## config.mk

```make
export PLATFORM = sky130hd
export DESIGN_NAME = batcharger_ctrl
export DESIGN_NICKNAME = d
export VERILOG_FILES = /design/src/rtl/batcharger_ctrl.sv
export SDC_FILE = /design/constraint.sdc
export NUM_CORES = 1
export LEC_CHECK = 0
export ABC_AREA = 1
export CORE_MARGIN = 2
export CORE_UTILIZATION = 45
export CTS_CLUSTER_DIAMETER = 150
export CTS_CLUSTER_SIZE = 24
export DETAILED_ROUTE_END_ITERATION = 7
export MAX_ROUTING_LAYER = met4
export PLACE_DENSITY_LB_ADDON = 0.05
export SYNTH_ARGS = -nofsm -noshare
export SYNTH_HDL_FRONTEND = slang
export SYNTH_SLANG_ARGS = --single-unit
export TNS_END_PERCENT = 10
```

## constraint.sdc

```tcl
create_clock -name clk -period 2 [get_ports clk]
set_input_delay 0.2 -clock clk [delete_from_list [all_inputs] [get_ports clk]]
set_output_delay 0.2 -clock clk [all_outputs]
set_load 0.01 [all_outputs]
```

## src/rtl/batcharger_ctrl.sv

```systemverilog
// rtl/batcharger_ctrl.sv - TC/CC/CV battery charge sequencer with registered Moore outputs
module batcharger_ctrl #(
    parameter logic [7:0]  VCUTOFF  = 8'd170,
    parameter logic [7:0]  VPRESET  = 8'd209,
    parameter logic [7:0]  VRESTART = 8'd200,
    parameter logic [7:0]  ITERM    = 8'd6,
    parameter logic [7:0]  TLO      = 8'd40,
    parameter logic [7:0]  THI      = 8'd200,
    parameter logic [15:0] TMAX     = 16'd1000
) (
    input  logic       clk,
    input  logic       rst,
    input  logic       en,
    input  logic [3:0] sel,
    input  logic       smp_valid,
    input  logic [7:0] vbat_code,
    input  logic [7:0] ibat_code,
    input  logic [7:0] vtemp_code,
    output logic       tc,
    output logic       cc,
    output logic       cv,
    output logic [7:0] iset,
    output logic [7:0] vset,
    output logic       chg_done,
    output logic       temp_fault,
    output logic [2:0] state
);

    typedef enum logic [2:0] {
        S_IDLE = 3'd0,
        S_TC   = 3'd1,
        S_CC   = 3'd2,
        S_CV   = 3'd3,
        S_DONE = 3'd4,
        S_HOLD = 3'd5
    } state_t;

    state_t      cur, nxt;
    logic [3:0]  sel_q, sel_n;
    logic [15:0] cv_cnt, cnt_n;
    logic [16:0] cnt_inc;
    logic        tok;
    logic [7:0]  itc, icc;

    always_comb begin
        tok     = (vtemp_code >= TLO) && (vtemp_code <= THI);
        cnt_inc = {1'b0, cv_cnt} + 17'd1;
        nxt     = cur;
        sel_n   = sel_q;
        cnt_n   = cv_cnt;
        if (!en) begin
            nxt = S_IDLE;
        end else if (smp_valid) begin
            case (cur)
                S_IDLE: begin
                    sel_n = sel;
                    if (!tok)                  nxt = S_HOLD;
                    else if (vbat_code < VCUTOFF) nxt = S_TC;
                    else if (vbat_code < VPRESET) nxt = S_CC;
                    else begin
                        nxt   = S_CV;
                        cnt_n = 16'd0;
                    end
                end
                S_TC: begin
                    if (!tok)                      nxt = S_HOLD;
                    else if (vbat_code >= VCUTOFF) nxt = S_CC;
                end
                S_CC: begin
                    if (!tok) nxt = S_HOLD;
                    else if (vbat_code >= VPRESET) begin
                        nxt   = S_CV;
                        cnt_n = 16'd0;
                    end
                end
                S_CV: begin
                    cnt_n = cnt_inc[16] ? 16'hFFFF : cnt_inc[15:0];
                    // Temperature outranks termination when both hit on one sample
                    if (!tok) nxt = S_HOLD;
                    else if ((ibat_code <= ITERM) || (cnt_inc >= {1'b0, TMAX})) nxt = S_DONE;
                end
                S_DONE: begin
                    if (vbat_code < VRESTART) nxt = S_IDLE;
                end
                S_HOLD: begin
                    if (tok) nxt = S_IDLE;
                end
                default: nxt = S_IDLE;
            endcase
        end
        // Outputs follow the next state so they register together with it
        itc = {4'd0, sel_n} + 8'd1;
        icc = itc << 3;
    end

    always_ff @(posedge clk or posedge rst) begin
        if (rst) begin
            cur        <= S_IDLE;
            sel_q      <= 4'd0;
            cv_cnt     <= 16'd0;
            tc         <= 1'b0;
            cc         <= 1'b0;
            cv         <= 1'b0;
            iset       <= 8'd0;
            vset       <= 8'd0;
            chg_done   <= 1'b0;
            temp_fault <= 1'b0;
        end else begin
            cur        <= nxt;
            sel_q      <= sel_n;
            cv_cnt     <= cnt_n;
            tc         <= (nxt == S_TC);
            cc         <= (nxt == S_CC);
            cv         <= (nxt == S_CV);
            chg_done   <= (nxt == S_DONE);
            temp_fault <= (nxt == S_HOLD);
            case (nxt)
                S_TC:    iset <= itc;
                S_CC:    iset <= icc;
                S_CV:    iset <= icc;
                default: iset <= 8'd0;
            endcase
            vset <= (nxt == S_CV) ? VPRESET : 8'd0;
        end
    end

    assign state = cur;

endmodule

```

Word level (Yosys, flattened, before mapping)
Index checks and enable logic that the tools add are counted.
{ "totals": {"elab_cells": 68, "reg_bits": 44} }
{ "classes": {"n_eq_ne": 15, "n_lt_le_gt_ge": 9, "reduce_logical": 6, "n_addsub": 2, "muxes": 26} }
{ "op_table": {"columns": ["cell", "n"], "rows": [
  ["two-way mux 16 bit", 6],
  ["one-hot mux 16 bit (3 select lines)", 1],
  ["two-way mux 3 bit", 11],
  ["less-than comparator 8 bit, second input constant", 3],
  ["one-hot mux 3 bit (6 select lines)", 1],
  ["adder 16 x 1 -> 17 bit, second input constant", 1],
  [">= comparator 17 x 10 -> 1 bit, second input constant", 1],
  [">= comparator 8 bit, second input constant", 2],
  ["one-hot mux 8 bit (2 select lines)", 1],
  ["== test 3 x 2 -> 1 bit, second input constant", 4],
  ["== test 3 bit, second input constant", 4],
  ["two-way mux 4 bit", 3],
  ["inequality test 2 bit, second input constant", 5],
  [">= comparator 8 x 6 -> 1 bit, second input constant", 1],
  ["less-or-equal comparator 8 x 3 -> 1 bit, second input constant", 1],
  ["less-or-equal comparator 8 bit, second input constant", 1],
  ["two-way mux 8 bit", 1],
  ["AND reduction 8 bit", 1],
  ["== test 3 x 1 -> 1 bit, second input constant", 2],
  ["adder 4 x 1 -> 5 bit, second input constant", 1],
  ["zero test 3 bit", 1],
  ["nonzero test 3 bit", 1],
  ["two-way mux 2 bit", 1],
  ["OR reduction 2 bit", 1],
  ["3 further kinds", 3]
]} }

Logic depth before layout (Yosys ltp)
{ "depth": {"ltp_word": 11, "mapped_depth": 17, "depth_no_buf": 17} }

Worst setup path before layout
Ideal clock, no wire load.
{ "synth_timing": {"path_type": "register to register", "start": "register cv_cnt[1]", "end": "register iset[7]", "stages_incl_launch_ff": 16, "path_slack_ns": -0.009, "t_arrival_ns": 1.938, "n_path_buf": 0, "required_ns": 1.929, "period_less_slack_ns": 2.009, "path_cell_list": "dfrtp_1 ha_1 nand2_1 nor2_4 nand3_1 xor2_1 nand2_1 nor2_1 nand3_1 nand2_1 nand2_1 nand2_1 nand2_2 nor2_4 inv_2 nor2_1"} }
{ "synth_via": {"elab_chain_cells": 11, "elab_cells_between_ends": 13, "classes_between": "1 x add/sub; 1 x order compare; 3 x eq/ne; 6 x mux; 2 x reduce/logical"} }
{ "synth_lines": {"columns": ["element", "line", "rtl"], "rows": [
  ["start: declaration", "40", "logic [15:0] cv_cnt, cnt_n;"],
  ["start signal: assignment", "111", "cv_cnt <= cnt_n;"],
  ["adder 16 x 1 -> 17 bit *", "47", "cnt_inc = {1'b0, cv_cnt} + 17'd1;"],
  [">= comparator 17 x 10 -> 1 bit *", "80", "else if ((ibat_code <= ITERM) || (cnt_inc >= {1'b0, TMAX})) nxt = S_DONE;"],
  ["logical OR 1 bit *", "80", null],
  ["two-way mux 3 bit *", "80", null],
  ["two-way mux 3 bit *", "79", "if (!tok) nxt = S_HOLD;"],
  ["one-hot mux 3 bit (6 select lines) *", "54", "case (cur)"],
  ["two-way mux 3 bit *", "53", "end else if (smp_valid) begin"],
  ["two-way mux 3 bit *", "51", "if (!en) begin"],
  ["== test 3 x 2 -> 1 bit", "117", "case (nxt)"],
  ["OR reduction 2 bit (no source line)", null, null],
  ["one-hot mux 8 bit (2 select lines) *", "117", null],
  ["end signal: assignment", "118", "S_TC: iset <= itc;"],
  ["end signal: assignment", "119", "S_CC: iset <= icc;"],
  ["end signal: assignment", "120", "S_CV: iset <= icc;"],
  ["end: declaration", "22", "output logic [7:0] iset,"]
]} }
Mark *: on every way between the ends. The rest lies on a longest branch, timed or not.
A chain may end at the register's enable or synchronous reset.

Worst setup path after layout
{ "layout_timing": {"start": "register cv_cnt[1]", "end": "register iset[3]"} }
{ "layout_via": {"elab_chain_cells": 11, "elab_cells_between_ends": 13, "classes_between": "1 x add/sub; 1 x order compare; 3 x eq/ne; 6 x mux; 2 x reduce/logical"} }
{ "layout_lines": {"columns": ["element", "line", "rtl"], "rows": [
  ["adder 16 x 1 -> 17 bit *", "47", null],
  [">= comparator 17 x 10 -> 1 bit *", "80", null],
  ["logical OR 1 bit *", "80", null],
  ["two-way mux 3 bit *", "80", null],
  ["two-way mux 3 bit *", "79", null],
  ["one-hot mux 3 bit (6 select lines) *", "54", null],
  ["two-way mux 3 bit *", "53", null],
  ["two-way mux 3 bit *", "51", null],
  ["via nxt[0]", "38", "state_t cur, nxt;"],
  ["== test 3 x 2 -> 1 bit", "117", null],
  ["OR reduction 2 bit (no source line)", null, null],
  ["one-hot mux 8 bit (2 select lines) *", "117", null]
]} }
The timed path passes the listed nets; every way through them passes the cells marked *.

==> flow_summary.ini <==
[cts]
cts_root_buffer = clkbuf_8
cts_tree = yes
htree_levels = 2
clockBufferDepth = 2
cts_hold_buffers = 0
cts_sinks = 36
worstSkewPairLatency_ns = 0.29
cts_buffers = 5
clk_pin_slew_ns = 0.08

[critical_path]
cpMostUsedCell = nand2_1
slowest_stage = dfrtp_1
crit_family = simple AND/OR/NAND/NOR gates
slowest_delay_ns = 0.42
required_ns = 2.22
r2r_start = cv_cnt[1]
ff2ff_setup_slack_ns = -0.19
critical_path.max_fanout = 6
cp-start-kind = register
path_class = reg -> reg
r2r_cells = 15
rr_endpoint = iset[3]
cp-end-kind = register
path_buf_inv = 1
worstPathArrival_ns = 2.42
worstPathCellList = buf_4 > nand2_2 > nor2_4 > nand3_1 > nand2_1 > nand2_1 > nor2_2 > nand2_1 > nor2_2 > nand3_2 > nand2_1 > nand2_2 > a21oi_4 > nand4_1 > nand2_1

[power_and_ir_drop]
clkPwrFrac_pct = 29.2
p_sw_uw = 715.8
p_leak_nw = 1.582
pwr-share-seq_pct = 39.7
ir_worst_vdd_uv = 465.4
power.internal_mw = 1.522
p_comb_share_pct = 31.1
power_density_nw_per_um2 = 661.9
switching_share_pct = 31.99

[timing]
hold_violations = 0
fin_skew_ns = 0.005020
setup_viol = 14
finalMaxSlewViolations = 0
fin_tns_setup_ns = -1.506
rsz0062_at_grt = yes
period_needed_ns = 2.193
final.setup.worst_slack_ns = -0.1933
min_period_over_period_pct = 109.7
hold_ws_ns = 0.3095
max_freq_ghz = 0.4559

[logic_synthesis]
ys_ff_latch = 36
synthSimpleGateAreaFrac_pct = 34.11
synth_xor_area_share_pct = 1.483
synth_warnings = 0
synth_fa_ha_area_share_pct = 1.589
synth_compound_area_share_pct = 11.92
netlist_instances = 333
synth_top_family_by_area = simple AND/OR/NAND/NOR gates
synth_edf_count = 0
synth_ff_type = dfrtp_1
synth.distinct_cells = 32
synthArstFlopShare_pct = 100.0
mappedNetlistArea_sq_um = 2362
syn_area_per_cell_sq_um = 7.094
yosysSeqAreaShare_pct = 38.14
synth_mux_area_share_pct = 0.9534

[final_layout]
areaGrowthSynthToFinish_pct = 43.11
final_cell_mix = nand2_1, clkdlybuf4s50_1, inv_1
drive_gt1_share_pct = 20.29
final_common_cell = nand2_1
antennaDiodeCount = 0
final_nets = 453

[global_route]
grt_use_met1_pct = 24.24
grt_use_met2_pct = 35.93
gr-total-overflow = 0
grt_pass1_wl_um = 9556
grt_max_degree = 37
grt-busiest-layer = met2
track_usage_pct = 20.16
grt_pass1_vias = 2183
grt_antenna_before_repair = 0
grt_util_met3_pct = 3.555

[floorplanning]
core_sq_um = 5075
die_w_um = 76.46
dieArea_sq_um = 5845
start_util_pct = 46.55
rows = 26
io_pins = 56
die-height_um = 76.46

[route]
drt_iter0_markers = 95
detail_route.wirelength_um = 5704
drcViolationCount = 0
vias_per_cell = 4.812
wl_per_cell_um = 11.66
ant_nets = 0
dr.pass1.iters = 4
vias = 2353

[placed_design]
gp_congestion = 0.8742
dp_hpwl_um = 4331
pre_cts_ws_ns = -0.1720
port_buffers = 51

[status]
violations = setup timing
status = finished, violations left

[hold_path]
hold_path.class = in -> async

[job]
max-cap-violations = 0
Yosys cell counts, types with 2 or more instances:
cell      number  share of area [%]
dfrtp_1       36                 38
nor2_1        45                7.2
o211ai_1      13                4.1
ha_1           3                1.6
xor2_1         3                1.1
inv_1         47                7.5
nor3_1         3               0.64
nor2_2         4                1.1
clkbuf_1       4               0.64
buf_4          9                2.9
nand4_1       11                2.9
nand3_2        2               0.85
nand2_1       76                 12
nand2_2        5                1.3
nand3_1       24                5.1
o21ai_1        2               0.42
nor2_4         4                1.9
inv_2          2               0.32
a21oi_1        8                1.7
o21ai_0       19                4.0
mux2_2         2               0.95
routing by layer:
layer	wire, um	up-vias
met5	0	-
met4	30	0
met3	186	4
met2	2916	41
met1	2570	1079
li1	-	1229
kinds of logic after synthesis:
group                    Yosys count
buffers and inverters             64
flip-flops                        36
adder cells (fa/ha/maj)            3
XOR/XNOR                           4
other                              1
multiplexers                       2
AO/OA/AOI/OAI                     46
AND/OR/NAND/NOR                  177
final cells by class:
cell class	instances	area (sq um)
Inverter	50	187.7
Tap cell	70	87.58
Clock buffer	5	68.82
Fill cell	451	1694
Clock inverter	3	42.54
Timing Repair Buffer	89	795.8
Sequential cell	36	900.9
Multi-Input combinational cell	236	1297
how the worst max path moves through the flow:
| stage | start | endpoint | slack [ns] | cells past startpoint |
|---|---|---|---|---|
| 4_1_cts | cv_cnt[0] | iset[2] | -0.12 | 13 |
| 2_1_floorplan | cv_cnt[1] | iset[7] | 0.003 | 15 |
| 3_5_place_dp | cv_cnt[0] | iset[5] | -0.17 | 15 |
| 5_1_grt | cv_cnt[1] | iset[3] | -0.38 | 15 |
| 6_report | cv_cnt[1] | iset[3] | -0.19 | 15 |
| 3_3_place_gp | cv_cnt[0] | iset[1] | -0.06 | 13 |
worst register-to-register path, stage by stage (launching register included):
cell and delay [ns]:
dfrtp_1 0.42, buf_4 0.15, nand2_2 0.06, nor2_4 0.19, nand3_1 0.10, nand2_1 0.07, nand2_1 0.07, nor2_2 0.10
nand2_1 0.07, nor2_2 0.15, nand3_2 0.09, nand2_1 0.08, nand2_2 0.07, a21oi_4 0.25, nand4_1 0.17, nand2_1 0.11
through the flow:
step / cell area [sq um] / power [mW] / utilization, % / std cells
after floorplan: 2376 / 1.250 / - / 336
after global placement: 3158 / 1.549 / 62.23 / 478
after detailed placement: 3158 / 1.556 / 62.23 / 478
after CTS: 3287 / 2.212 / 64.77 / 486
after global routing: 3381 / 2.370 / 66.62 / 489
final: 3381 / 2.238 / 66.62 / 489
state kept, by name, summed over array words and instances, names as in the netlist:
register and cells:
cv_cnt 16, cc 1, vset 1, state 3, iset 8, sel_q 4, chg_done 1, temp_fault 1
tc 1
timing repair:
| action | 4_1_cts | 5_1_grt |
|---|---|---|
| buffers inserted | 0 | 3 |
| gates resized for setup | 5 | 16 |
| setup endpoints to repair | 14 | 20 |
| cloned | 0 | 0 |
| pin swaps | 1 | 9 |
power groups by stage:
stage	logic (mW)	clock network (mW)	registers (mW)
2_1_floorplan	0.352	0	0.897
3_3_place_gp	0.652	0	0.896
3_5_place_dp	0.660	0	0.897
4_1_cts	0.668	0.661	0.884
5_1_grt	0.777	0.691	0.901
6_report	0.696	0.653	0.888
(Power assumes the default switching activity.)
